--- config.mk ---
export PLATFORM = sky130hd
export DESIGN_NAME = kbd_rollover_tracker
export DESIGN_NICKNAME = d
export VERILOG_FILES = /design/src/rtl/kbd_pkg.sv /design/src/rtl/kbd_held_table.sv /design/src/rtl/kbd_rollover_tracker.sv
export SDC_FILE = /design/constraint.sdc
export NUM_CORES = 1
export LEC_CHECK = 0
export ABC_AREA = 1
export CAP_MARGIN = 15
export CORE_MARGIN = 2
export CORE_UTILIZATION = 59
export CTS_CLUSTER_DIAMETER = 80
export DETAILED_ROUTE_END_ITERATION = 8
export MAX_ROUTING_LAYER = met4
export PLACE_DENSITY = 0.82
export REMOVE_ABC_BUFFERS = 1
export SLEW_MARGIN = 20
export SYNTH_ARGS = -nofsm -noshare
export SYNTH_HDL_FRONTEND = slang
export SYNTH_SLANG_ARGS = --single-unit
export TNS_END_PERCENT = 10
--- constraint.sdc ---
create_clock -name clk -period 4.1 [get_ports clk]
set_input_delay 0.82 -clock clk [delete_from_list [all_inputs] [get_ports clk]]
set_output_delay 0.82 -clock clk [all_outputs]
set_load 0.05 [all_outputs]
--- src/rtl/kbd_pkg.sv ---
// Shared PS/2 scan-code constants, prefix FSM states and key-code type.
package kbd_pkg;

    localparam logic [7:0] PFX_EXT = 8'hE0;
    localparam logic [7:0] PFX_BRK = 8'hF0;

    // {ext, code}
    typedef logic [8:0] key_code_t;

    typedef enum logic [1:0] {
        ST_IDLE,
        ST_EXT,
        ST_BRK,
        ST_EXT_BRK
    } prefix_state_t;

    // Bytes that are never part of a key sequence (acks, BAT, errors, pause prefix).
    function automatic logic is_dropped(input logic [7:0] b);
        case (b)
            8'h00, 8'hAA, 8'hE1, 8'hEE, 8'hFA, 8'hFE, 8'hFF: return 1'b1;
            default:                                         return 1'b0;
        endcase
    endfunction

endpackage

--- src/rtl/kbd_held_table.sv ---
// Ordered table of held keys: oldest at index 0, newest at index count-1.
module kbd_held_table
    import kbd_pkg::*;
#(
    parameter int MAX_HELD = 4,
    localparam int CNT_W   = $clog2(MAX_HELD + 1),
    localparam int IDX_W   = $clog2(MAX_HELD)
) (
    input  logic             clk,
    input  logic             rst,
    input  logic [8:0]       lookup_code,
    output logic             hit,
    output logic [IDX_W-1:0] hit_idx,
    output logic             full,
    output logic [CNT_W-1:0] count,
    output logic [8:0]       newest,
    input  logic             do_append,
    input  logic [8:0]       append_code,
    input  logic             do_remove,
    input  logic [IDX_W-1:0] remove_idx
);

    key_code_t entries [MAX_HELD];

    // Parallel match against occupied entries; keys are unique so at most one hits.
    always_comb begin
        hit     = 1'b0;
        hit_idx = '0;
        for (int unsigned i = 0; i < MAX_HELD; i++) begin
            if (CNT_W'(i) < count && entries[i] == lookup_code) begin
                hit     = 1'b1;
                hit_idx = IDX_W'(i);
            end
        end
    end

    // Newest entry, or zero when the table is empty.
    always_comb begin
        newest = '0;
        for (int unsigned i = 0; i < MAX_HELD; i++) begin
            if (CNT_W'(i + 1) == count) newest = entries[i];
        end
    end

    assign full = (count == CNT_W'(MAX_HELD));

    // Append at the tail, or remove an entry and slide younger entries down one.
    always_ff @(posedge clk) begin
        if (rst) begin
            count <= '0;
            for (int unsigned i = 0; i < MAX_HELD; i++) entries[i] <= '0;
        end else if (do_append) begin
            for (int unsigned i = 0; i < MAX_HELD; i++) begin
                if (CNT_W'(i) == count) entries[i] <= append_code;
            end
            count <= count + CNT_W'(1);
        end else if (do_remove) begin
            for (int unsigned i = 0; i + 1 < MAX_HELD; i++) begin
                if (IDX_W'(i) >= remove_idx) entries[i] <= entries[i + 1];
            end
            count <= count - CNT_W'(1);
        end
    end

endmodule

--- src/rtl/kbd_rollover_tracker.sv ---
// PS/2 make/break decoder with multi-key rollover tracking.
module kbd_rollover_tracker
    import kbd_pkg::*;
#(
    parameter int MAX_HELD = 4,
    parameter int COUNT_W  = 8
) (
    input  logic                           clk,
    input  logic                           rst,
    input  logic                           byte_valid,
    input  logic [7:0]                     byte_data,
    output logic [8:0]                     cur_code,
    output logic                           is_press,
    output logic [$clog2(MAX_HELD+1)-1:0]  held_cnt,
    output logic [COUNT_W-1:0]             press_count,
    output logic                           evt_valid,
    output logic                           evt_make,
    output logic [8:0]                     evt_code,
    output logic                           overflow
);

    localparam int CNT_W = $clog2(MAX_HELD + 1);
    localparam int IDX_W = $clog2(MAX_HELD);

    prefix_state_t state, state_next;
    logic          dec_valid;
    logic          dec_make;
    key_code_t     dec_code;

    logic             tbl_hit;
    logic [IDX_W-1:0] tbl_hit_idx;
    logic             tbl_full;
    logic [CNT_W-1:0] tbl_count;
    logic [8:0]       tbl_newest;
    logic             do_append;
    logic             do_remove;

    // Prefix state register.
    always_ff @(posedge clk) begin
        if (rst) state <= ST_IDLE;
        else     state <= state_next;
    end

    // Prefix decode: a repeated 0xE0 while extended keeps the extended prefix.
    always_comb begin
        state_next = state;
        dec_valid  = 1'b0;
        dec_make   = 1'b0;
        dec_code   = '0;
        if (byte_valid) begin
            if (is_dropped(byte_data)) begin
                state_next = ST_IDLE;
            end else begin
                case (state)
                    ST_IDLE: begin
                        if (byte_data == PFX_EXT)      state_next = ST_EXT;
                        else if (byte_data == PFX_BRK) state_next = ST_BRK;
                        else begin
                            dec_valid = 1'b1;
                            dec_make  = 1'b1;
                            dec_code  = {1'b0, byte_data};
                        end
                    end
                    ST_EXT: begin
                        if (byte_data == PFX_BRK)      state_next = ST_EXT_BRK;
                        else if (byte_data == PFX_EXT) state_next = ST_EXT;
                        else begin
                            dec_valid  = 1'b1;
                            dec_make   = 1'b1;
                            dec_code   = {1'b1, byte_data};
                            state_next = ST_IDLE;
                        end
                    end
                    ST_BRK, ST_EXT_BRK: begin
                        state_next = ST_IDLE;
                        if (byte_data != PFX_EXT && byte_data != PFX_BRK) begin
                            dec_valid = 1'b1;
                            dec_code  = {state == ST_EXT_BRK, byte_data};
                        end
                    end
                    default: state_next = ST_IDLE;
                endcase
            end
        end
    end

    assign do_append = dec_valid &&  dec_make && !tbl_hit && !tbl_full;
    assign do_remove = dec_valid && !dec_make &&  tbl_hit;

    kbd_held_table #(
        .MAX_HELD (MAX_HELD)
    ) u_table (
        .clk         (clk),
        .rst         (rst),
        .lookup_code (dec_code),
        .hit         (tbl_hit),
        .hit_idx     (tbl_hit_idx),
        .full        (tbl_full),
        .count       (tbl_count),
        .newest      (tbl_newest),
        .do_append   (do_append),
        .append_code (dec_code),
        .do_remove   (do_remove),
        .remove_idx  (tbl_hit_idx)
    );

    // Event pulse, press counter and sticky overflow flag.
    always_ff @(posedge clk) begin
        if (rst) begin
            evt_valid   <= 1'b0;
            evt_make    <= 1'b0;
            evt_code    <= '0;
            press_count <= '0;
            overflow    <= 1'b0;
        end else begin
            evt_valid <= dec_valid;
            if (dec_valid) begin
                evt_make <= dec_make;
                evt_code <= dec_code;
            end
            if (do_append) press_count <= press_count + COUNT_W'(1);
            if (dec_valid && dec_make && !tbl_hit && tbl_full)
                overflow <= 1'b1;
            else if (do_remove && tbl_count == CNT_W'(1))
                overflow <= 1'b0;
        end
    end

    assign cur_code = tbl_newest;
    assign is_press = (tbl_count != '0);
    assign held_cnt = tbl_count;

endmodule

==> tab_implementation.tex, run 1 <==
\begin{tabular}{lr}
\hline
Metric & Value \\
\hline
\multicolumn{2}{l}{\textbf{Worst setup path}} \\
Critical-path cell with the highest stage delay & sky130\_fd\_sc\_hd\_\_clkdlybuf4s50\_1 \\
Category of the worst setup path launch point & register \\
Setup crit start & u\_table.count[0]\$\_SDFFE\_PP0P\_ \\
Worst endpoint data arrival time & 3130 ps \\
Required time of the critical path & 3280 ps \\
Setup Crit Path Kind & reg -> out \\
Slowest cell delay on critical path & 860 ps \\
Buffers and inverters on the worst path & 2 \\
Number of gates on the worst path with buffers counted & 7 \\
Worst-path cell chain & inv\_1 > ha\_1 > nand2\_1 > nor2\_1 > nor3\_1 > o22ai\_1 > clkdlybuf4s50\_1 \\
Largest fanout of any net on the critical path & 10 \\
Worst-case register-to-register setup slack & 870 ps \\
Reg2Reg Launch Point & u\_table.count[2]\$\_SDFFE\_PP0P\_ \\
Crit path max-delay family & buffers and inverters \\
R2r worst-path depth & 14 \\
Critical Path End & cur\_code[7] \\
Crit. End Element & output port \\
Reg2Reg Capture Point & u\_table.entries[2][3]\$\_DFFE\_PP\_ \\
\multicolumn{2}{l}{\textbf{Floorplanning}} \\
Overall die width & 93.9 um \\
Placeable core area & 7770 um\^{}2 \\
Starting Density & 61.3\% \\
I/O pin count & 44 \\
Die area & 8810 um\^{}2 \\
Die span in y & 93.9 um \\
Row count & 32 \\
\multicolumn{2}{l}{\textbf{Final layout}} \\
Fraction of layout instances using a drive strength above 1 & 14.0\% \\
Final Instance Area & 5540 um\^{}2 \\
Commonest cells after routing, fill and taps aside & sky130\_fd\_sc\_hd\_\_nand2\_1, sky130\_fd\_sc\_hd\_\_nor2\_1, sky130\_fd\_sc\_hd\_\_inv\_1 \\
Count of inserted antenna diode cells & 0 \\
Number of fill cells & 664 \\
Layout area overhead & 16.2\% \\
Number of nets in the finished design & 782 \\
Non-filler instance count after layout & 872 \\
Commonest non-fill, non-tap cell in the layout & sky130\_fd\_sc\_hd\_\_nand2\_1 \\
\multicolumn{2}{l}{\textbf{Synthesis}} \\
Parity-gate share of the synthesized area counting xor and xnor cells & 2.02\% \\
Proportion of synthesized chip area in sequential cells & 33.2\% \\
Compound-Gate Fraction of Synth Area & 6.99\% \\
Biggest area consumer among synthesized cells & sky130\_fd\_sc\_hd\_\_edfxtp\_1 \\
Post-synthesis sequential element count & 61 \\
Area of the mapped netlist & 4760 um\^{}2 \\
Multiplexer area fraction after synthesis & 0\% \\
Simple-gate area share of the yosys netlist & 45.0\% \\
Fraction of synthesized cell area taken by the top area cell type & 22.7\% \\
Total number of yosys warnings & 0 \\
Number of instances in the synthesized netlist & 714 \\
Adder and majority gate portion of the synthesized area & 1.58\% \\
Synth unique cells & 41 \\
Largest cells by area after synthesis & sky130\_fd\_sc\_hd\_\_edfxtp\_1, sky130\_fd\_sc\_hd\_\_nand2\_1, sky130\_fd\_sc\_hd\_\_dfxtp\_1 \\
Post-synthesis average cell area & 6.67 um\^{}2 \\
Main combinational cell family by area after synthesis & simple AND/OR/NAND/NOR gates \\
\multicolumn{2}{l}{\textbf{Clocking}} \\
Total CTS buffers & 9 \\
CTS-repair resized insts & 0 \\
TritonCTS clock tree & built \\
Latest clock arrival within the worst-skew pair & 340 ps \\
Maximum buffer depth of the clock tree & 2 \\
CTS Root Buffer Type & sky130\_fd\_sc\_hd\_\_clkbuf\_8 \\
Post-CTS setup buffer count & 0 \\
TritonCTS sink count & 61 \\
H-tree depth reported by CTS & 3 \\
Number of buffers inserted for hold repair after clock tree synthesis & 0 \\
Clock transition at the register clock pins on the worst setup and hold paths after CTS & 70 ps \\
\multicolumn{2}{l}{\textbf{Power}} \\
Clock group share of total power & 31.3\% \\
Relative contribution of combinational cells to total power & 27.4\% \\
PwrDens & 313 nW/um\^{}2 \\
Worst vdd ir & 224 uV \\
Fraction of power spent switching nets & 34.9\% \\
Share of total power in sequential cells & 41.3\% \\
P\_leak & 2.64 nW \\
Switching power & 0.604 mW \\
Internal Power & 1.13 mW \\
\multicolumn{2}{l}{\textbf{STA}} \\
Setup repair after global routing missed its margin & false \\
Achievable frequency & 0.253 GHz \\
Max-slew headroom at the worst pin & 60.7\% \\
Total setup violations reported at the end of the flow & 0 \\
Final Hold Viols & 0 \\
Final number of max-transition violations & 0 \\
Worst Clk Skew & 9.38 ps \\
Final critical-path required period & 3950 ps \\
Fraction of the cycle the final worst path needs & 96.3\% \\
Least-Margin Pin Slew & 589 ps \\
Final TNS setup & 0 ps \\
\multicolumn{2}{l}{\textbf{GRT}} \\
Number of antenna violations at the first check in global routing & 0 \\
Total congestion overflow after global routing & 0 \\
Total Routing Usage GR & 34.2\% \\
Via count of the first global-routing pass & 4,693 \\
Pin count of the biggest net entering global routing & 40 \\
Global-route wire length before repair & 22.6 mm \\
\multicolumn{2}{l}{\textbf{Placed design}} \\
Final GP Congestion & 1.04 \\
Placed instance area & 5350 um\^{}2 \\
Post-DP HPWL & 10.9 mm \\
Placed Cells incl. Taps & 856 \\
Port bufs & 43 \\
\multicolumn{2}{l}{\textbf{Routing}} \\
Average wire per standard cell & 16.4 um \\
Violation count after the first detailed-routing iteration & 440 \\
DRC violation count after routing & 0 \\
Overall via count from detail\_route & 4,900 \\
Number of nets with antenna violations after routing & 0 \\
Detailed Route WL & 14.3 mm \\
Number of optimization iterations in the first detailed-route pass & 7 \\
Mean number of vias per cell & 5.62 \\
\multicolumn{2}{l}{\textbf{Hold path}} \\
Classification of the worst-slack hold path & reg -> reg \\
\multicolumn{2}{l}{\textbf{Job}} \\
Max\_cap viols & 0 \\
\multicolumn{2}{l}{\textbf{Status}} \\
Result of the run & completed \\
\hline
\end{tabular}
-- stage by stage --
step | util (%) | total power, mW | hold WS [ps] | setup WS (ps)
CTS | 71.3 | 1.72 | 469 | 237
finish | 71.3 | 1.73 | 471 | 151
detailed placement | 68.8 | 1.19 | 456 | 129
floorplan | - | 1.02 | 497 | 94.1
global placement | 68.8 | 1.18 | 449 | 225
global route | 71.3 | 1.80 | 483 | 42.8
-- power groups by stage --
stage | combinational (mW) | sequential, mW | clock [mW]
after detailed placement | 0.464 | 0.728 | 0
final | 0.475 | 0.716 | 0.542
after global routing | 0.508 | 0.719 | 0.568
after floorplan | 0.267 | 0.757 | 0
after global placement | 0.457 | 0.726 | 0
after CTS | 0.467 | 0.714 | 0.538
-- cells in the mapped netlist (all sizes together) --
master and instances:
buf 14, dfxtp 25, xor2 10, a41oi 1
a21oi 23, a21boi 1, nand3b 3, nor2 102
inv 99, nand4 23, a311oi 1, clkbuf 10
ha 6, o22ai 6, nor4 2, clkinv 2
nand2 245, nand3 54, nor3 24, o311ai 1
o211ai 4, xnor2 1, edfxtp 36, o21ai 21
-- state kept, by name, indices dropped and copies added, names as in the netlist --
register and cells:
evt_code 9, evt_make 1, evt_valid 1, overflow 1, press_count 8, state 2
u_table.count 3, u_table.entries 36
-- per-layer routing --
metal	global-route usage, %	part of all wire, %
met1	42.9	41
met2	55.1	47
met3	5.46	8.7
met4	14.4	3.2
met5	-	0
-- worst min path at each step --
| stage | startpoint | to | slack, ps | cells past startpoint |
|---|---|---|---|---|
| final | evt_code[2]$_SDFFE_PP0P_ | evt_code[2]$_SDFFE_PP0P_ | 470 | 2 |
| after CTS | evt_code[2]$_SDFFE_PP0P_ | evt_code[2]$_SDFFE_PP0P_ | 470 | 2 |
| after detailed placement | evt_code[2]$_SDFFE_PP0P_ | evt_code[2]$_SDFFE_PP0P_ | 460 | 2 |
| after floorplan | state[1]$_SDFFE_PP0P_ | state[1]$_SDFFE_PP0P_ | 500 | 2 |
| after global routing | evt_code[2]$_SDFFE_PP0P_ | evt_code[2]$_SDFFE_PP0P_ | 480 | 2 |
| after global placement | evt_code[5]$_SDFFE_PP0P_ | evt_code[5]$_SDFFE_PP0P_ | 450 | 2 |
-- worst register-to-register path, cell delays in order, from the launching register on --
cell and delay, ps:
sky130_fd_sc_hd__dfxtp_1 530, sky130_fd_sc_hd__clkinv_1 330, sky130_fd_sc_hd__nand2_1 460, sky130_fd_sc_hd__a21boi_0 400, sky130_fd_sc_hd__nand3_1 150, sky130_fd_sc_hd__nor2_1 140
sky130_fd_sc_hd__nand2_1 110, sky130_fd_sc_hd__nor2_4 180, sky130_fd_sc_hd__nor2_2 70, sky130_fd_sc_hd__nand2_4 90, sky130_fd_sc_hd__nand3_2 110, sky130_fd_sc_hd__nand4_4 140
sky130_fd_sc_hd__buf_12 210, sky130_fd_sc_hd__nand2_1 80, sky130_fd_sc_hd__nand2_1 80
-- cells by family (layout without fill, tap and decap cells) --
| group | Yosys count | after routing |
|---|---|---|
| compound gates | 58 | 58 |
| xor+xnor | 11 | 11 |
| fa+ha+maj | 6 | 6 |
| buf+inv | 125 | 181 |
| flops | 61 | 61 |
| simple gates | 453 | 453 |
-- final cells by class --
type | count | area [um^2] | share of cell area, %
Multi-Input combinational cell | 528 | 2650 | 47.8
Sequential cell | 61 | 1580 | 28.6
Timing Repair Buffer | 64 | 611 | 11.0
Inverter | 101 | 379 | 6.85
Clock buffer | 12 | 145 | 2.62
Tap cell | 102 | 128 | 2.30
Clock inverter | 4 | 47.5 | 0.859
No activity file was read; power rests on OpenSTA's default activity.
==> run 2: changes to the inputs <==
CORE_UTILIZATION = 50   (was 59)
PLACE_DENSITY = 0.71   (was 0.82)
==> tab_implementation.tex, run 2 (same netlist as run 1, synthesis figures left out) <==
\begin{tabular}{lr}
\hline
Metric & Value \\
\hline
\multicolumn{2}{l}{\textbf{Floorplanning}} \\
Starting Density & 51.6\% (-9.8 points) \\
I/O pin count & 44 (unchanged) \\
Die area & 10,300 um\^{}2 (+17\%) \\
Overall die width & 102 um (+8.3\%) \\
Die span in y & 102 um (+8.3\%) \\
Row count & 35 (+9.4\%) \\
Placeable core area & 9240 um\^{}2 (+19\%) \\
\multicolumn{2}{l}{\textbf{STA}} \\
Achievable frequency & 0.260 GHz (+2.8\%) \\
Total setup violations reported at the end of the flow & 0 (unchanged) \\
Final Hold Viols & 0 (unchanged) \\
Worst Hold Slack & 467 ps (-3.61 ps) \\
Setup repair after global routing missed its margin & false \\
Final TNS setup & 0 ps (unchanged) \\
Final critical-path required period & 3840 ps (-107 ps) \\
Fraction of the cycle the final worst path needs & 93.7\% (-2.6 points) \\
Final number of max-transition violations & 0 (unchanged) \\
Max-slew headroom at the worst pin & 66.4\% (+5.7 points) \\
Least-Margin Pin Slew & 503 ps (-86.0 ps) \\
Worst Clk Skew & 8.68 ps (-0.703 ps) \\
\multicolumn{2}{l}{\textbf{Hold path}} \\
Startpoint of the most critical hold path & evt\_code[1]\$\_SDFFE\_PP0P\_ \\
Hold depth & 2 (unchanged) \\
WHS Endpoint & evt\_code[1]\$\_SDFFE\_PP0P\_ \\
Classification of the worst-slack hold path & reg -> reg \\
\multicolumn{2}{l}{\textbf{Routing}} \\
Violation count after the first detailed-routing iteration & 330 (-25\%) \\
Overall via count from detail\_route & 4,841 (-1.2\%) \\
DRC violation count after routing & 0 (unchanged) \\
Number of nets with antenna violations after routing & 0 (unchanged) \\
Detailed Route WL & 13.8 mm (-4.1\%) \\
Number of optimization iterations in the first detailed-route pass & 5 (-2) \\
Average wire per standard cell & 15.3 um (-7.0\%) \\
Mean number of vias per cell & 5.38 (-4.2\%) \\
\multicolumn{2}{l}{\textbf{GRT}} \\
Total Routing Usage GR & 28.8\% (-5.4 points) \\
Total congestion overflow after global routing & 0 (unchanged) \\
Via count of the first global-routing pass & 4,590 (-2.2\%) \\
Pin count of the biggest net entering global routing & 40 (unchanged) \\
Number of antenna violations at the first check in global routing & 0 (unchanged) \\
Global-route wire length before repair & 22.5 mm (-0.40\%) \\
\multicolumn{2}{l}{\textbf{Final layout}} \\
Commonest non-fill, non-tap cell in the layout & sky130\_fd\_sc\_hd\_\_nand2\_1 \\
Top Registers & u\_table.entries (36), evt\_code (9), press\_count (8) \\
Layout area overhead & 17.8\% \\
Fraction of layout instances using a drive strength above 1 & 14.2\% (+0.13 points) \\
Biggest register & u\_table.entries \\
Count of inserted antenna diode cells & 0 (unchanged) \\
Number of fill cells & 855 (+29\%) \\
Area of the multi-input gates & 2650 um\^{}2 (unchanged) \\
Number of nets in the finished design & 782 (unchanged) \\
Max reg flops & 36 (unchanged) \\
Commonest cells after routing, fill and taps aside & sky130\_fd\_sc\_hd\_\_nand2\_1, sky130\_fd\_sc\_hd\_\_nor2\_1, sky130\_fd\_sc\_hd\_\_inv\_1 \\
Sequential cell area & 1580 um\^{}2 (unchanged) \\
\multicolumn{2}{l}{\textbf{Worst setup path}} \\
Reg2Reg Launch Point & u\_table.count[2]\$\_SDFFE\_PP0P\_ \\
Category of the worst setup path launch point & register \\
Crit. End Element & output port \\
Worst endpoint data arrival time & 3020 ps (-110 ps) \\
Largest fanout of any net on the critical path & 10 (unchanged) \\
Worst-case register-to-register setup slack & 940 ps (+70 ps) \\
R2r worst-path depth & 14 (unchanged) \\
Reg2Reg Capture Point & u\_table.entries[2][8]\$\_DFFE\_PP\_ \\
Required time of the critical path & 3280 ps (about the same) \\
Setup Crit Path Kind & reg -> out \\
\multicolumn{2}{l}{\textbf{Placed design}} \\
Port bufs & 43 (unchanged) \\
Post-DP HPWL & 10.7 mm (-1.3\%) \\
Final GP Congestion & 0.941 (-9.8\%) \\
\multicolumn{2}{l}{\textbf{Power}} \\
P\_leak & 2.68 nW (+1.4\%) \\
PwrDens & 309 nW/um\^{}2 (-1.2\%) \\
Overall Power & 1.73 mW (about the same) \\
Worst vdd ir & 299 uV (+34\%) \\
\multicolumn{2}{l}{\textbf{Clocking}} \\
Latest clock arrival within the worst-skew pair & 330 ps (about the same) \\
TritonCTS clock tree & built \\
TritonCTS sink count & 61 (unchanged) \\
H-tree depth reported by CTS & 3 (unchanged) \\
Number of buffers inserted for hold repair after clock tree synthesis & 0 (unchanged) \\
Maximum buffer depth of the clock tree & 2 (unchanged) \\
CTS-repair resized insts & 0 (unchanged) \\
CTS Root Buffer Type & sky130\_fd\_sc\_hd\_\_clkbuf\_8 \\
Total CTS buffers & 9 (unchanged) \\
Clock transition at the register clock pins on the worst setup and hold paths after CTS & 70 ps (about the same) \\
Post-CTS setup buffer count & 0 (unchanged) \\
\multicolumn{2}{l}{\textbf{Status}} \\
Result of the run & completed \\
\multicolumn{2}{l}{\textbf{Job}} \\
Max\_cap viols & 0 (unchanged) \\
\hline
\end{tabular}
-- run 2: layer usage --
metal	global-route usage, %	share of wire [%]
met1	36.7	43
met2	47.4	48
met3	3.73	5.8
met4	9.56	2.7
met5	-	0
-- run 2: critical path, stage by stage, from the launching register on --
cell and delay (ps):
sky130_fd_sc_hd__dfxtp_1 350, sky130_fd_sc_hd__inv_1 230, sky130_fd_sc_hd__ha_1 470, sky130_fd_sc_hd__nand2_1 350, sky130_fd_sc_hd__nor2_1 170, sky130_fd_sc_hd__o21ai_0 150, sky130_fd_sc_hd__o211ai_1 130, sky130_fd_sc_hd__clkdlybuf4s50_1 830
-- run 2: worst max path at each step --
| stage | start | endpoint | slack, ps | depth (start not counted) |
|---|---|---|---|---|
| after floorplan | byte_data[3] | u_table.entries[3][0]$_SDFFCE_PN0P_ | 90 | 17 |
| after detailed placement | byte_data[4] | u_table.entries[2][8]$_DFFE_PP_ | 60 | 22 |
| after global routing | u_table.count[0]$_SDFFE_PP0P_ | cur_code[3] | 30 | 7 |
| after global placement | byte_data[4] | u_table.entries[3][2]$_SDFFCE_PN0P_ | 120 | 21 |
| after CTS | u_table.count[0]$_SDFFE_PP0P_ | cur_code[7] | 280 | 7 |
| final | u_table.count[0]$_SDFFE_PP0P_ | cur_code[4] | 260 | 7 |
-- run 2: per-stage QoR --
step                      cells  cell area (um^2)  setup WS [ps]  utilization, %
after floorplan             690              4610           94.1               -
after global placement      883              5400            120            58.5
after detailed placement    883              5400           64.4            58.5
after CTS                   899              5610            281            60.7
after global routing        899              5610           26.6            60.7
final                       899              5610            258            60.7
-- run 2: area by class of cell --
| type | instances | area share, % |
|---|---|---|
| clock buffers | 14 | 3.46 |
| clock inverters | 2 | 0.201 |
| inverters | 101 | 6.76 |
| multi-input cells | 528 | 47.2 |
| flip-flops and latches | 61 | 28.2 |
| well taps | 129 | 2.88 |
| repair buffers | 64 | 11.4 |
-- run 2: power breakdown --
group,switching [mW],internal [mW]
Combinational,0.321,0.150
Sequential,0.0293,0.686
Clock,0.242,0.306
